$ cat src/rtl/seg7_pkg.sv
// Shared seven-segment definitions: active-low glyph table, blank code and
// digit count, plus small helpers used by the display scanners.
package seg7_pkg;

    localparam int         DIGITS    = 8;
    localparam logic [7:0] SEG_BLANK = 8'hFF;

    // Active-low glyphs, bit 7 = dp (off), bits 6:0 = g..a. Entry n is the
    // glyph for hex value n (entry 0 is the rightmost byte).
    localparam logic [15:0][7:0] SEG_TABLE = {
        8'h8E, 8'h86, 8'hA1, 8'hC6, 8'h83, 8'h88, 8'h90, 8'h80,
        8'hF8, 8'h82, 8'h92, 8'h99, 8'hB0, 8'hA4, 8'hF9, 8'hC0
    };

    // One copy of everything needed to render a full frame.
    typedef struct packed {
        logic [31:0] nib;   // digit i = nib[4i+3:4i]
        logic [7:0]  dot;   // decimal point request per digit
        logic [7:0]  den;   // 0 blanks the digit
    } disp_t;

    // Active-high one-hot digit select.
    function automatic logic [7:0] sel_onehot(input logic [2:0] idx);
        return 8'b1 << idx;
    endfunction

endpackage

$ cat src/rtl/hex_to_seg7.sv
// Combinational hex-to-seven-segment decoder (active-low g..a).
// Shared by every display block that needs a glyph.
module hex_to_seg7
    import seg7_pkg::*;
(
    input  logic [3:0] hex_i,
    output logic [6:0] seg_o
);

    // dp is handled by the caller, so only the g..a bits are exported.
    assign seg_o = SEG_TABLE[hex_i][6:0];

endmodule

$ cat src/rtl/hex8_scan.sv
// Eight-digit multiplexed scanner: holds a displayed copy of the digits,
// steps through them at a fixed dwell and emits one {segments, select}
// word per dwell with a single-cycle strobe for the HC595 driver.
// New data is only adopted at the start of a frame so a frame never shows
// a mix of two updates.
module hex8_scan
    import seg7_pkg::*;
#(
    parameter int SCAN_DIV = 50000
) (
    input  logic        clk,
    input  logic        rst,
    input  logic [31:0] disp_data,
    input  logic [7:0]  dot_en,
    input  logic [7:0]  digit_en,
    input  logic        update,
    output logic [15:0] data,
    output logic        en
);

    localparam int             CW = $clog2(SCAN_DIV);
    localparam logic [CW-1:0]  TC = CW'(SCAN_DIV - 1);

    // The driver needs 136 cycles to shift a word out; a shorter dwell
    // would overwrite a word mid-shift.
    generate
        if (SCAN_DIV < 136) begin : g_cfg_err
            $error("hex8_scan: SCAN_DIV=%0d is below the minimum of 136", SCAN_DIV);
        end
    endgenerate

    logic [CW-1:0] div_cnt_q;
    logic [2:0]    cur_idx_q;
    disp_t         pend_q;
    logic          pend_vld_q;
    disp_t         shad_q;
    logic [15:0]   data_q;
    logic          en_q;

    disp_t         in_w;
    disp_t         shad_d;
    logic [2:0]    idx_d;
    logic          tc;
    logic          frame;
    logic [3:0]    nib_w;
    logic [6:0]    glyph_w;
    logic [7:0]    seg_w;
    logic [15:0]   word_d;

    assign in_w = '{nib: disp_data, dot: dot_en, den: digit_en};

    // Terminal count, next index and frame-boundary detection.
    always_comb begin
        tc    = (div_cnt_q == TC);
        idx_d = cur_idx_q + 3'd1;
        frame = tc && (idx_d == 3'd0);
    end

    // Next shadow: a same-cycle update beats an older pending copy, so the
    // digit-0 word can already show data strobed in on the boundary cycle.
    always_comb begin
        shad_d = shad_q;
        if (frame) begin
            if (update)
                shad_d = in_w;
            else if (pend_vld_q)
                shad_d = pend_q;
        end
    end

    assign nib_w = shad_d.nib[{idx_d, 2'b00} +: 4];

    hex_to_seg7 u_dec (
        .hex_i (nib_w),
        .seg_o (glyph_w)
    );

    // Word for the digit that becomes current on this terminal count.
    always_comb begin
        seg_w  = shad_d.den[idx_d] ? {~shad_d.dot[idx_d], glyph_w} : SEG_BLANK;
        word_d = {seg_w, sel_onehot(idx_d)};
    end

    // Dwell divider and digit index; index starts at 7 so the first word
    // after reset is digit 0.
    always_ff @(posedge clk) begin
        if (rst) begin
            div_cnt_q <= '0;
            cur_idx_q <= 3'd7;
        end else if (tc) begin
            div_cnt_q <= '0;
            cur_idx_q <= idx_d;
        end else begin
            div_cnt_q <= div_cnt_q + CW'(1);
        end
    end

    // Pending copy of the inputs; consumed at the next frame boundary.
    always_ff @(posedge clk) begin
        if (rst) begin
            pend_q     <= '0;
            pend_vld_q <= 1'b0;
        end else begin
            if (update)
                pend_q <= in_w;
            if (frame)
                pend_vld_q <= 1'b0;
            else if (update)
                pend_vld_q <= 1'b1;
        end
    end

    // Displayed copy, only changes on a frame boundary.
    always_ff @(posedge clk) begin
        if (rst)
            shad_q <= '0;
        else
            shad_q <= shad_d;
    end

    // Registered output word and strobe.
    always_ff @(posedge clk) begin
        if (rst) begin
            data_q <= {SEG_BLANK, 8'h00};
            en_q   <= 1'b0;
        end else begin
            en_q <= tc;
            if (tc)
                data_q <= word_d;
        end
    end

    assign data = data_q;
    assign en   = en_q;

endmodule
$ cat config.mk
export PLATFORM = sky130hd
export DESIGN_NAME = hex8_scan
export DESIGN_NICKNAME = d
export VERILOG_FILES = /design/src/rtl/seg7_pkg.sv /design/src/rtl/hex_to_seg7.sv /design/src/rtl/hex8_scan.sv
export SDC_FILE = /design/constraint.sdc
export NUM_CORES = 1
export LEC_CHECK = 0
export BUFFER_PORTS_ARGS = -buffer_cell sky130_fd_sc_hd__buf_4
export CORE_UTILIZATION = 50
export CTS_CLUSTER_DIAMETER = 60
export DETAILED_ROUTE_END_ITERATION = 8
export HOLD_SLACK_MARGIN = 0.03
export PLACE_DENSITY_LB_ADDON = 0.12
export RECOVER_POWER = 100
export SLEW_MARGIN = 20
export SYNTH_ARGS = -nofsm -noshare
export SYNTH_HDL_FRONTEND = slang
export SYNTH_HIERARCHICAL = 1
export SYNTH_SLANG_ARGS = --single-unit
export TNS_END_PERCENT = 100
$ cat constraint.sdc
create_clock -name clk -period 4.4 [get_ports clk]
set_clock_uncertainty 0.2 [all_clocks]
set_input_delay 0.66 -clock clk [delete_from_list [all_inputs] [get_ports clk]]
set_output_delay 0.66 -clock clk [all_outputs]
set_load 0.05 [all_outputs]
==> impl_metrics.csv <==
group,metric,value,unit
layout,fillerInstances,1008,
worst_setup_path,critPathRequiredTime,4.51,ns
routing,vias_per_cell,5.65,
sta,fin_crit,4.10,ns
sta,tightest_slew,2.00,ns
clock_tree,root_buffer,"clkbuf_16",
logic_synthesis,yosysUniqueCellTypes,58,
logic_synthesis,synth_top_cells_by_count,"dfxtp_1, nor2_1, nand2_1",
clock_tree,numClockSinks,133,
clock_tree,cts_tree,"yes",
logic_synthesis,ys_seq_elements,133,
place,port_buffers,67,
sta,slew_headroom,-33.6,%
sta,max_freq,0.244,GHz
routing,drc,6,
outcome,status,"finished with violations",
sta,rsz0062_at_grt,"false",
routing,postRouteAntennaNets,0,
logic_synthesis,yosys_warnings,6,
sta,finalSetupTns,0,ns
routing,vias,4978,
job,cap_violations,1,
layout,drive_gt1_share,16.3,%
clock_tree,cts_max_level,4,
logic_synthesis,syn_area,0.00597,sq mm
logic_synthesis,synth-edff-count,0,
sta,worst_slack,0.304,ns
logic_synthesis,yosysMostFrequentCell,"dfxtp_1",
clock_tree,cts_made_buffers,17,
worst_setup_path,setup.worst_path.start_class,"flip-flop",
grt,grt.total_usage,24.1,%
sta,finalHoldViolations,0,
logic_synthesis,async_flop_share,0,%
clock_tree,clockBufferDepth,2,
outcome,failed_checks,"design-rule violations, max-capacitance violations, max-slew violations",
pwr,ir_worst_vdd,241,uV
clock_tree,clk_pin_slew_worst_paths,0.06,ns
layout,nets,789,
floorplanning,dieArea,0.0124,sq mm
logic_synthesis,netlist_instances,661,
place,routabilityCongestion,0.829,
worst_hold_path,hold_path_class,"flip-flop to flip-flop",
pwr,leakage,2.80,nW
logic_synthesis,synth-seq-area-share,44.6,%
logic_synthesis,syn_nets,725,
floorplanning,ios,68,
floorplanning,die_x,111,microns
place,dp_slack,0.0765,ns
clock_tree,post_cts_resize_count,0,
clock_tree,hold_buffers,0,
grt,antenna_found_initial,0,
logic_synthesis,synth_top_area_share,44.6,%
clock_tree,clkLatencyLatePin,0.42,ns
worst_setup_path,cp-end-kind,"flip-flop",
logic_synthesis,synth.largest_area_cell,"dfxtp_1",
place,dpl.hpwl,9.62,mm
worst_setup_path,crit_type,"flip-flop to flip-flop",
routing,wl,14.1,mm
sta,post-route-period-util,93.1,%
layout,syn_to_final_growth,19.0,%
clock_tree,postCtsSetupRepairBufs,0,
sta,finalSetupViolations,0,
floorplanning,core,0.0115,sq mm
floorplanning,start_util,51.8,%
logic_synthesis,dominantRegCellSynth,"dfxtp_1",
logic_synthesis,syn_avg_cell_area,9.03,sq um
grt,grt_pass1_vias,4927,
grt,grt_max_degree,100,
pwr,powerDensity,390,mW/mm^2
routing,drt_iter0_drc,358,
routing,post_drt_wl_per_cell,16.0,microns
grt,grt_pass1_wl,23.7,mm
logic_synthesis,synth_area_leaders,"dfxtp_1, mux2i_1, nor2_1, nand2_1, mux4_2",
worst_setup_path,crit_fanout,35,
worst_setup_path,cp.arrival,4.20,ns
routing,drt-pass1-iter-count,7,
sta,drv_slew,100,
layout,diodes,0,
floorplanning,rows,39,
floorplanning,chipHeight,111,microns
grt,grt-ovfl-total,0,
==> kinds of logic (layout without fill, tap and decap cells) <==
logic type,count (synthesis),in the layout,share of synthesized area [%]
and+or+nand+nor,256,256,20.2
DFF,133,133,44.6
AOI/OAI and AO/OA,122,122,13.4
muxes,63,63,12.2
buffers and inverters,58,135,4.48
xor gates and xnor gates,16,16,2.35
adders and majority gates,13,13,2.72
==> report_power, final <==
part	total, mW	switching (mW)	internal [mW]
registers	1.25	0.0116	1.23
clock network	1.38	0.516	0.861
logic	0.147	0.0798	0.0672
==> worst max-delay path, stage by stage (launching register included) <==
cell	delay, ns
dfxtp_1	0.36
ha_1	0.19
and3_1	0.28
nand4_2	0.28
nor3_4	0.26
buf_4	0.31
o21ai_0	0.18
mux4_2	0.48
mux2i_1	0.22
buf_4	0.19
inv_1	0.09
ha_1	0.28
inv_1	0.05
mux4_2	0.45
o22a_1	0.16
==> worst paths after layout <==
path | end | cells past startpoint | slack (ns) | startpoint
min reg2reg | div_cnt_q[0] | 1 | 0.25 | div_cnt_q[0]
max | data[11] | 14 | 0.30 | div_cnt_q[0]
max reg2reg | data[11] | 14 | 0.30 | div_cnt_q[0]
min | div_cnt_q[0] | 1 | 0.25 | div_cnt_q[0]
==> stage by stage <==
step / instance area, sq um / power [mW] / hold slack, ns / std cells / utilization (%)
2_1_floorplan: 5970 / 1.35 / 0.218 / 661 / -
3_3_place_gp: 6610 / 1.41 / 0.229 / 849 / 57.4
3_5_place_dp: 6610 / 1.42 / 0.239 / 849 / 57.4
4_1_cts: 7200 / 2.80 / 0.252 / 881 / 62.5
5_1_grt: 7110 / 2.87 / 0.272 / 881 / 61.7
6_report: 7110 / 2.77 / 0.253 / 881 / 61.7
==> registers in the layout, summed over array words and instances, names as in the netlist <==
name / cells
en: 1
pend_vld_q: 1
shad_q: 48
div_cnt_q: 16
pend_q: 48
cur_idx_q: 3
data: 16
==> cell type report <==
class                   count  area [sq um]  area share [%]
inverters                  15          56.3           0.792
flip-flops and latches    133          2660            37.5
clock inverters            12           129            1.81
repair buffers             88           593            8.34
multi-input cells         470          3030            42.7
well taps                 143           179            2.52
clock buffers              20           457            6.42
==> placed cells by master (no fill, tap or decap), drive strengths merged, types with 2 or more instances in the layout <==
| cell type | synthesis | routed |
|---|---|---|
| nor4b | 2 | 2 |
| a221oi | 5 | 5 |
| nand3 | 21 | 21 |
| a21o | 4 | 4 |
| and3 | 3 | 3 |
| dfxtp | 133 | 133 |
| o22a | 8 | 8 |
| o211a | 2 | 2 |
| and4 | 2 | 2 |
| nand4 | 8 | 8 |
| clkinv | 2 | 8 |
| inv | 13 | 14 |
| or4 | 2 | 2 |
| nor3 | 13 | 13 |
| and4bb | 3 | 3 |
| bufinv | 0 | 2 |
| mux2i | 55 | 55 |
| buf | 23 | 66 |
| mux4 | 8 | 8 |
| nor2 | 122 | 122 |
| nand2 | 58 | 58 |
| clkinvlp | 0 | 3 |
| a211o | 2 | 2 |
| o211ai | 5 | 5 |
| a41oi | 2 | 2 |
| o22ai | 17 | 17 |
| o21ai | 36 | 36 |
| or3 | 2 | 2 |
| a21oi | 24 | 24 |
| nor4 | 3 | 3 |
| xor2 | 5 | 5 |
| ha | 13 | 13 |
| clkbuf | 20 | 42 |
| a22oi | 3 | 3 |
| nor2b | 2 | 2 |
| and2 | 8 | 8 |
| a211oi | 5 | 5 |
| a221o | 2 | 2 |
| xnor2 | 11 | 11 |
| nand2b | 7 | 7 |
==> layer usage <==
metal	track usage (%)	wire length [microns]
met3	6.45	716
met1	30.3	6550
met4	8.56	191
met5	0	0
met2	39.7	6680
No activity file was read; power rests on OpenSTA's default activity.
